===== config.mk =====
export PLATFORM = sky130hd
export DESIGN_NAME = led_sequencer
export DESIGN_NICKNAME = d
export VERILOG_FILES = /design/src/rtl/led_sequencer.sv
export SDC_FILE = /design/constraint.sdc
export NUM_CORES = 1
export LEC_CHECK = 0
export BUFFER_PORTS_ARGS = -buffer_cell sky130_fd_sc_hd__buf_2
export CAP_MARGIN = 20
export CELL_PAD_IN_SITES_DETAIL_PLACEMENT = 1
export CELL_PAD_IN_SITES_GLOBAL_PLACEMENT = 1
export CORE_ASPECT_RATIO = 0.9
export CORE_MARGIN = 1.5
export CORE_UTILIZATION = 43
export DETAILED_ROUTE_END_ITERATION = 8
export PLACE_DENSITY_LB_ADDON = 0.15
export SETUP_SLACK_MARGIN = 0.1
export SYNTH_ARGS = -nofsm -noshare
export SYNTH_HDL_FRONTEND = slang
export SYNTH_SLANG_ARGS = --single-unit

===== constraint.sdc =====
create_clock -name CLK -period 2.26 [get_ports CLK]
set_clock_uncertainty 0.15 [all_clocks]
set_input_delay 0.452 -clock CLK [delete_from_list [all_inputs] [get_ports CLK]]
set_output_delay 0.452 -clock CLK [all_outputs]
set_load 0.01 [all_outputs]

===== src/rtl/led_sequencer.sv =====
// LED pattern sequencer: divider-paced rotate-left/right, bounce and hold over an N-bit LED bank.
// Optional LED_PWM_EN adds a registered PWM brightness gate on the LED outputs.
module led_sequencer #(
  parameter int unsigned NUM_LEDS = 5,
  parameter int unsigned STEP_DIV = 12000000,
  parameter logic [NUM_LEDS-1:0] SEED = NUM_LEDS'(5'b00011),
  parameter int unsigned PWM_BITS = 4
) (
  input  logic                CLK,
  input  logic                RESET_N,
  input  logic [1:0]          MODE,
  input  logic                PAUSE,
  input  logic                LOAD,
  input  logic [NUM_LEDS-1:0] LOAD_PATTERN,
  input  logic [PWM_BITS-1:0] BRIGHTNESS,
  output logic [NUM_LEDS-1:0] LED,
  output logic                STEP
);

  localparam int unsigned DIV_W = (STEP_DIV > 1) ? $clog2(STEP_DIV) : 1;
  localparam logic [DIV_W-1:0] DIV_LAST = DIV_W'(STEP_DIV - 1);

  localparam logic [0:0] DIR_DOWN = 1'b0;
  localparam logic [0:0] DIR_UP   = 1'b1;

  localparam logic [1:0] MODE_ROTL   = 2'b00;
  localparam logic [1:0] MODE_ROTR   = 2'b01;
  localparam logic [1:0] MODE_BOUNCE = 2'b10;

  logic [DIV_W-1:0]    div_cnt_q, div_cnt_d;
  logic [NUM_LEDS-1:0] pattern_q, pattern_d;
  logic [0:0]          dir_q, dir_d;
  logic                step_q, step_d;

  logic                step_c;
  logic [NUM_LEDS-1:0] rotl_c;
  logic [NUM_LEDS-1:0] rotr_c;

  assign step_c = !PAUSE && (div_cnt_q == DIV_LAST);
  assign rotl_c = {pattern_q[NUM_LEDS-2:0], pattern_q[NUM_LEDS-1]};
  assign rotr_c = {pattern_q[0], pattern_q[NUM_LEDS-1:1]};

  // Next-state: LOAD wins over a coincident step, which is then dropped.
  always_comb begin
    div_cnt_d = div_cnt_q;
    pattern_d = pattern_q;
    dir_d     = dir_q;
    step_d    = 1'b0;
    if (LOAD) begin
      pattern_d = LOAD_PATTERN;
      div_cnt_d = '0;
      dir_d     = DIR_UP;
    end else if (!PAUSE) begin
      if (step_c) begin
        div_cnt_d = '0;
        step_d    = 1'b1;
        case (MODE)
          MODE_ROTL: pattern_d = rotl_c;
          MODE_ROTR: pattern_d = rotr_c;
          MODE_BOUNCE: begin
            if (dir_q == DIR_UP) begin
              if (pattern_q[NUM_LEDS-1]) begin
                dir_d     = DIR_DOWN;
                pattern_d = rotr_c;
              end else begin
                pattern_d = rotl_c;
              end
            end else begin
              if (pattern_q[0]) begin
                dir_d     = DIR_UP;
                pattern_d = rotl_c;
              end else begin
                pattern_d = rotr_c;
              end
            end
          end
          default: pattern_d = pattern_q;
        endcase
      end else begin
        div_cnt_d = div_cnt_q + DIV_W'(1);
      end
    end
  end

  always_ff @(posedge CLK) begin
    if (!RESET_N) begin
      div_cnt_q <= '0;
      pattern_q <= SEED;
      dir_q     <= DIR_UP;
      step_q    <= 1'b0;
    end else begin
      div_cnt_q <= div_cnt_d;
      pattern_q <= pattern_d;
      dir_q     <= dir_d;
      step_q    <= step_d;
    end
  end

  assign STEP = step_q;

`ifdef LED_PWM_EN
  logic [PWM_BITS-1:0] pwm_cnt_q;
  logic [NUM_LEDS-1:0] led_q;
  logic                pwm_on_c;

  assign pwm_on_c = (pwm_cnt_q < BRIGHTNESS);

  // Free-running PWM counter gates the pattern; LED lags pattern by one cycle.
  always_ff @(posedge CLK) begin
    if (!RESET_N) begin
      pwm_cnt_q <= '0;
      led_q     <= '0;
    end else begin
      pwm_cnt_q <= pwm_cnt_q + PWM_BITS'(1);
      led_q     <= pattern_q & {NUM_LEDS{pwm_on_c}};
    end
  end

  assign LED = led_q;
`else
  logic unused_brightness;
  assign unused_brightness = ^BRIGHTNESS;
  assign LED = pattern_q;
`endif

endmodule


==> flow_summary_export.csv, run 1 <==
group,metric,value,unit
status,status,"finished clean",
drt,dr.first_iter.drc_count,55,
global_routing,grt_pass1_wl,8170,microns
sta,maxSlewHeadroom,0.540,
sta,worst_pin_slew,690,ps
global_routing,grt_pass1_vias,1775,
global_routing,grt_use_total,0.228,
clocking,clockBufferDepth,2,
setup_path,cp-end-kind,"register",
floorplanning,dieWidth,71.5,microns
sta,final.period_utilization,0.882,
clocking,clk_pin_slew,60,ps
cells_and_area,drive_gt1_frac,0.188,
clocking,cts-root-buf,"clkbuf_8",
setup_path,reg2reg_depth,7,
synthesis,async_flop_share,0,
drt,firstDrtPassIters,4,
cells_and_area,syn2layout_area_growth,15.0,%
floorplanning,fp.dieArea,4630,sq um
synthesis,synthCells,217,
sta,tns,0,ps
synthesis,synth_top_flop_cell,"dfxtp_1",
setup_path,crit_required,2280,ps
synthesis,syn-num-nets,236,
setup_path,crit_type,"reg -> reg",
clocking,cts_max_level,2,
sta,final_hold_viol_count,0,
global_routing,grt_max_degree,18,
drt,wl,4650,microns
floorplanning,pin_count,21,
clocking,hold_buffers,0,
drt,ant_nets,0,
placement,numPortBuffers,16,
sta,setup_viol,0,
cells_and_area,nNetsFinal,257,
synthesis,syn_avg_cell_area,8.38,sq um
synthesis,ys_warn_count,0,
power,ir_drop,0.369,mV
clocking,cts_buffers,5,
clocking,clk_latency,280,ps
cells_and_area,diodes,0,
setup_path,crit_fanout,6,
min_path,min_path_cells,3,
placement,hpwlAfterDp,3490,microns
synthesis,synth-edff-count,0,
sta,rsz0062_at_grt,"no",
drt,remaining_drc_errors,0,
global_routing,grt-ovfl-total,0,
global_routing,antenna_found_initial,0,
placement,place_congestion,0.759,
power,power_leakage,0.757,nW
sta,fin_hold_ws,248,ps
min_path,holdCritPathClass,"in -> reg",
clocking,cts_tree,"done",
synthesis,syn-cell-area,1820,sq um
setup_path,startpoint_type,"register",
sta,max_freq,501,MHz
floorplanning,start_util,0.446,
drt,via_per_inst,5.74,
drt,vias,1646,
floorplanning,coreArea,4070,sq um
sta,drv_slew,0,
sta,min_period,1990,ps
floorplanning,fp.dieH,64.7,microns
synthesis,ys_seq_area_frac,0.341,
clocking,cts.sinks,31,
power,power.density,546,nW/um^2
drt,wire_per_inst,16.2,microns
synthesis,synth-seq-cells,31,
setup_path,worst_ep_arrival_time,2010,ps
synthesis,ys_types,51,
floorplanning,num_rows,22,
flow_run,maxCapViolCount,0,
[metal layers]
layer / global-route usage / vias to the layer above / wire [microns]
met2: 0.423 / 20 / 2480
met4: 0.0802 / 0 / 70
li1: - / 810 / -
met3: 0.0482 / 9 / 108
met5: 0 / - / 0
met1: 0.257 / 807 / 1980
[synthesized netlist by cell type, drive strengths merged, types with 3 or more instances]
library cell / instances / area (sq um)
and3: 4 / 25.0
xnor2: 5 / 43.8
o21ai: 9 / 45.0
nand2: 22 / 82.6
clkbuf: 6 / 25.0
ha: 4 / 50.1
nand3: 10 / 62.6
mux2i: 4 / 40.0
buf: 3 / 30.0
nand2b: 3 / 18.8
nand4b: 3 / 26.3
dfxtp: 31 / 621
a31oi: 4 / 25.0
nor3: 9 / 61.3
nor2b: 3 / 18.8
inv: 7 / 26.3
xor2: 11 / 96.3
nand4: 9 / 68.8
a21oi: 12 / 60.1
nor2: 33 / 131
[power by group]
| group | total (W) | internal [W] | switching, W | leakage, nW |
|---|---|---|---|---|
| clock | 0.000487 | 0.000278 | 0.000209 | 0.0515 |
| combinational | 0.0000919 | 0.0000393 | 0.0000526 | 0.454 |
| sequential | 0.000564 | 0.000553 | 0.0000108 | 0.251 |
| total | 0.00114 | 0.000870 | 0.000273 | 0.757 |
[layout make-up]
class | count | area (sq um)
well taps | 48 | 60.1
repair buffers | 23 | 158
multi-input cells | 170 | 1130
flip-flops and latches | 31 | 621
fillers | 504 | 1980
inverters | 7 | 26.3
clock buffers | 8 | 100
[cell usage in the layout (no fill, tap or decap), types with 9 or more instances in the layout]
cell and instances:
nor2_1 32, dfxtp_1 31, nand2_1 22, nand3_1 9
xor2_1 11, a21oi_1 12, buf_2 16
[worst paths after layout]
path	from	to	slack, ps
hold reg to reg	div_cnt_q[1]$_SDFFE_PP0N_	div_cnt_q[1]$_SDFFE_PP0N_	360
setup reg to reg	div_cnt_q[0]$_SDFFE_PP0N_	LED[0]$_SDFFE_PN1P_	270
setup / recovery	div_cnt_q[0]$_SDFFE_PP0N_	LED[0]$_SDFFE_PN1P_	270
hold / removal	LOAD_PATTERN[1]	LED[1]$_SDFFE_PN1P_	250
[sequential cells by signal, summed over array words and instances, names as in the netlist]
signal,cells
STEP,1
div_cnt_q,24
dir_q,1
LED,5
[cells by family after synthesis]
logic type,after synthesis,share of synthesized area
mux,4,0.0220
xor+xnor,16,0.0771
buf+inv,16,0.0447
simple gates,110,0.360
flops,31,0.341
fa+ha+maj,4,0.0275
compound gates,36,0.127
[worst max-delay path, cell delays in order, from the launching register on]
cell and delay, ps:
dfxtp_1 390, ha_1 200, and3b_2 290, nand4_4 160
nor3_4 250, buf_12 140, mux2i_1 210, a21oi_1 90
[per-stage QoR]
stage                      util  instances  setup slack [ps]  total power, W  area [sq um]
after global placement    0.481        278               139        0.000661          1960
after global routing      0.513        287               120         0.00120          2090
after detailed placement  0.481        278              78.8        0.000668          1960
after CTS                 0.506        286               137         0.00115          2060
final                     0.513        287               266         0.00114          2090
after floorplan               -        217               357        0.000632          1820
[repair_timing]
item | in CTS | in global routing
setup endpoints to repair | 0 | 5
setup buffers | 0 | 1
gates resized for setup | 0 | 2
(Power assumes the default switching activity.)
==> inputs of run 2 (changes only) <==
Settings changed: RECOVER_POWER set to 25.
==> run 2 against run 1 <==
  * First-iteration DRC count is 13% lower
  * Global-route usage stayed put
  * Non-clock buffer count stayed put
  * Final cell count stayed put
  * Largest cell class unchanged
  * Critical endpoint unchanged
  * Register-to-register slack hardly changed
  * Clock-buffer cell count stayed put
  * Critical path type unchanged
  * Sequential share of layout area is 0.12 points higher
  * Largest power group unchanged
  * Clock power hardly changed
  * Fmax is 0.11% lower
==> flow_summary_export.csv, run 2 (synthesized netlist as in run 1, its figures left out) <==
group,metric,value,unit
status,status,"finished clean",
placement,post-place-cells,278,
cells_and_area,final_common_cell,"nor2_1",
floorplanning,pin_count,21,
clocking,clk_latency,280,ps
drt,ant_nets,0,
min_path,holdCritPathClass,"in -> reg",
global_routing,grt-ovfl-total,0,
global_routing,grt_use_total,0.228,
floorplanning,num_rows,22,
cells_and_area,final_cells,287,
sta,max_freq,501,MHz
placement,numPortBuffers,16,
sta,drv_slew,0,
floorplanning,fp.dieH,64.7,microns
cells_and_area,syn2layout_area_growth,14.5,%
drt,firstDrtPassIters,4,
setup_path,cp-end-kind,"register",
cells_and_area,largest-register,"div_cnt_q",
cells_and_area,fill_cells,509,
placement,hpwlAfterDp,3490,microns
cells_and_area,drive_gt1_frac,0.159,
flow_run,maxCapViolCount,0,
clocking,clk_pin_slew,60,ps
power,total_power,0.00114,W
setup_path,crit_type,"reg -> reg",
power,ir_drop,0.365,mV
floorplanning,coreArea,4070,sq um
sta,final.setup.worst_slack,264,ps
setup_path,r2r_setup_slack,260,ps
clocking,hold_buffers,0,
cells_and_area,largest_register_ffs,24,
floorplanning,start_util,0.446,
cells_and_area,diodes,0,
sta,min_period,2000,ps
clocking,cts-root-buf,"clkbuf_8",
placement,place_congestion,0.759,
clocking,cts_max_level,2,
power,power.density,548,nW/um^2
setup_path,startpoint_type,"register",
sta,final.period_utilization,0.883,
cells_and_area,mostFrequentLayoutCells,"32 x nor2_1, 31 x dfxtp_1, 22 x nand2_1",
sta,maxSlewHeadroom,0.542,
clocking,cts_tree,"done",
global_routing,grt_pass1_wl,8170,microns
setup_path,worst_ep_arrival_time,2020,ps
drt,remaining_drc_errors,0,
placement,dpl_worst_slack,78.8,ps
setup_path,crit_fanout,6,
floorplanning,dieWidth,71.5,microns
clocking,cts_buffers,5,
sta,rsz0062_at_grt,"no",
global_routing,grt_max_degree,18,
setup_path,crit_required,2280,ps
power,power_leakage,0.734,nW
global_routing,antenna_found_initial,0,
clocking,clockBufferDepth,2,
global_routing,grt_pass1_vias,1775,
floorplanning,fp.dieArea,4630,sq um
sta,worst_pin_slew,687,ps
drt,wl,4640,microns
drt,dr.first_iter.drc_count,48,
sta,final_hold_viol_count,0,
sta,setup_viol,0,
sta,tns,0,ps
cells_and_area,nNetsFinal,257,
drt,via_per_inst,5.72,
clocking,cts.sinks,31,
drt,vias,1643,
drt,wire_per_inst,16.2,microns
[run 2: metal layers]
metal	wire, microns	track usage	share of wire	vias to the layer above
met5	0	0	0	-
met4	70	0.0802	0.015	0
met3	108	0.0482	0.023	9
met2	2490	0.423	0.54	20
met1	1980	0.257	0.43	805
li1	-	-	-	809
[run 2: report_power, final]
group	switching (W)	leakage [nW]	total, W	internal [W]
clock network	0.000209	0.0515	0.000487	0.000278
registers	0.0000110	0.251	0.000564	0.000553
logic	0.0000524	0.432	0.0000900	0.0000376
[run 2: final cells by class]
class | instances | area (sq um) | share of cell area
Sequential cell | 31 | 621 | 0.298
Clock buffer | 8 | 100 | 0.0481
Inverter | 7 | 26.3 | 0.0126
Timing Repair Buffer | 23 | 149 | 0.0715
Tap cell | 48 | 60.1 | 0.0288
Multi-Input combinational cell | 170 | 1130 | 0.541
[run 2: path summary, 6_finish.rpt]
check	start	end	cells after the start
worst max-delay path	div_cnt_q[0]$_SDFFE_PP0N_	LED[0]$_SDFFE_PN1P_	7
worst min-delay path	LOAD_PATTERN[1]	LED[1]$_SDFFE_PN1P_	3
worst max register to register	div_cnt_q[0]$_SDFFE_PP0N_	LED[0]$_SDFFE_PN1P_	7
worst min register to register	div_cnt_q[1]$_SDFFE_PP0N_	div_cnt_q[1]$_SDFFE_PP0N_	2
[run 2: critical path, cell delays in order (launching register included)]
cell and delay (ps):
dfxtp_1 390, ha_1 200, and3b_2 290, nand4_4 160, nor3_4 250, buf_12 150, mux2i_1 210, a21oi_1 90
[run 2: stage by stage]
step           area, sq um  hold WS (ps)   util
3_3_place_gp          1960           315  0.481
4_1_cts               2060           250  0.506
6_report              2080           248  0.511
3_5_place_dp          1960           351  0.481
2_1_floorplan         1820           306      -
5_1_grt               2080           253  0.511
[run 2: repair_timing]
item                       in CTS  in global routing
gates resized for setup         0                  2
buffers inserted                0                  1
setup endpoints to repair       0                  5
==> inputs of run 3 (changes only) <==
Settings changed: CORE_MARGIN 1.5 to 2.
==> run 3 against run 2 <==
  * Largest power group unchanged
  * Critical path depth unchanged
  * Combinational power increased by 0.4%
  * Sequential cell count did not move
  * Clock-buffer cell count shrank 2
  * Worst hold slack lost 3.1 ps
  * Via count rose by 0.91%
  * Global-route usage decreased by 2.1 points
  * Clock power decreased by 17%
  * Die area rose by 3.0%
  * Final cell count fell by 0.70%
  * Cell area fell by 1.3%
==> flow_summary_export.csv, run 3 (synthesized netlist as in run 1, its figures left out) <==
group,metric,value,unit
power,ir_drop,0.326,mV
drt,vias,1658,
cells_and_area,fill_cells,502,
cells_and_area,diodes,0,
power,total_power,0.00106,W
setup_path,max_stage_delay,390,ps
drt,ant_nets,0,
cells_and_area,drive_gt1_frac,0.152,
sta,final_hold_viol_count,0,
sta,min_period,1990,ps
setup_path,crit_fanout,6,
cells_and_area,mostFrequentLayoutCells,"32 x nor2_1, 31 x dfxtp_1, 22 x nand2_1",
placement,place_congestion,0.776,
clocking,cts_buffers,5,
sta,setup_viol,0,
power,power.density,514,nW/um^2
setup_path,crit_type,"reg -> reg",
clocking,cts.sinks,31,
floorplanning,dieWidth,72.5,microns
power,power_leakage,0.720,nW
setup_path,cp-end-kind,"register",
cells_and_area,largest-register,"div_cnt_q",
sta,final.period_utilization,0.880,
drt,remaining_drc_errors,0,
clocking,clk_latency,280,ps
sta,tns,0,ps
sta,maxSlewHeadroom,0.522,
drt,wire_per_inst,15.8,microns
setup_path,crit_required,2260,ps
sta,worst_pin_slew,717,ps
floorplanning,fp.dieArea,4760,sq um
setup_path,worst_ep_arrival_time,1990,ps
sta,drv_slew,0,
global_routing,grt_use_total,0.207,
min_path,holdCritPathClass,"in -> reg",
drt,wl,4500,microns
drt,firstDrtPassIters,4,
global_routing,grt_max_degree,18,
clocking,clockBufferDepth,2,
drt,via_per_inst,5.82,
cells_and_area,final_common_cell,"nor2_1",
cells_and_area,nNetsFinal,257,
global_routing,antenna_found_initial,0,
placement,numPortBuffers,16,
setup_path,startpoint_type,"register",
floorplanning,fp.dieH,65.7,microns
flow_run,maxCapViolCount,0,
cells_and_area,largest_register_ffs,24,
status,status,"finished clean",
clocking,clk_pin_slew,60,ps
setup_path,crit_chain,"ha_1 -> and3b_2 -> nand4_4 -> nor3_4 -> buf_12 -> mux2i_1 -> o21ai_1",
sta,max_freq,503,MHz
clocking,hold_buffers,0,
placement,hpwlAfterDp,3430,microns
setup_path,cp_slowest_cell,"dfxtp_1",
clocking,cts_tree,"done",
floorplanning,pin_count,21,
clocking,cts-root-buf,"clkbuf_8",
drt,dr.first_iter.drc_count,76,
floorplanning,coreArea,4070,sq um
clocking,cts_max_level,2,
global_routing,grt-ovfl-total,0,
sta,rsz0062_at_grt,"no",
setup_path,r2r_setup_slack,270,ps
global_routing,grt_pass1_vias,1738,
global_routing,grt_pass1_wl,7700,microns
cells_and_area,syn2layout_area_growth,13.0,%
floorplanning,start_util,0.446,
floorplanning,num_rows,22,
## run 3: changes by cell type in the layout (fill, tap and decap cells not counted)
cell      delta
clkbuf_8     -2
## run 3: final timing paths
path | startpoint | endpoint | cells past startpoint
hold reg to reg | div_cnt_q[1]$_SDFFE_PP0N_ | div_cnt_q[1]$_SDFFE_PP0N_ | 2
hold / removal | LOAD_PATTERN[1] | LED[1]$_SDFFE_PN1P_ | 3
setup reg to reg | div_cnt_q[0]$_SDFFE_PP0N_ | LED[4]$_SDFFE_PN0P_ | 7
setup / recovery | div_cnt_q[0]$_SDFFE_PP0N_ | LED[4]$_SDFFE_PN0P_ | 7
## run 3: cell type report
type | count | area (sq um) | area share
inverter | 7 | 26.3 | 0.0128
multi-input combinational | 170 | 1130 | 0.548
timing repair buffer | 23 | 149 | 0.0725
tap | 48 | 60.1 | 0.0292
clock buffer | 6 | 72.6 | 0.0353
sequential | 31 | 621 | 0.302
## run 3: what timing repair did
action / in CTS / in global routing
setup endpoints to repair: 0 / 5
buffers inserted: 0 / 1
resized for setup: 0 / 2
## run 3: routing by layer
metal  global-route usage  vias up  wire length [microns]
li1                     -      810                      -
met1                0.236      817                   1980
met2                0.382       24                   2360
met3               0.0383        7                    105
met4               0.0718        0                     60
met5                    0        -                      0
## run 3: worst max-delay path, delay by kind of cell, from the launching register on
family	cells	cell delay, ps
AO/OA/AOI/OAI	1	70
multiplexers	1	210
adder cells (fa/ha/maj)	1	190
buffers and inverters	1	140
flip-flops	1	390
AND/OR/NAND/NOR	3	690
## run 3: metrics by stage
step	area (sq um)	hold slack [ps]	instances	worst slack, ps	util
final	2050	245	285	271	0.504
after floorplan	1820	306	217	357	-
after CTS	2030	247	284	156	0.499
after global routing	2050	264	285	125	0.504
after global placement	1960	315	278	140	0.481
after detailed placement	1960	341	278	86.0	0.481
## run 3: report_power, final
| group | internal, W | switching (W) |
|---|---|---|
| clock network | 0.000205 | 0.000197 |
| logic | 0.0000377 | 0.0000527 |
| registers | 0.000553 | 0.0000112 |
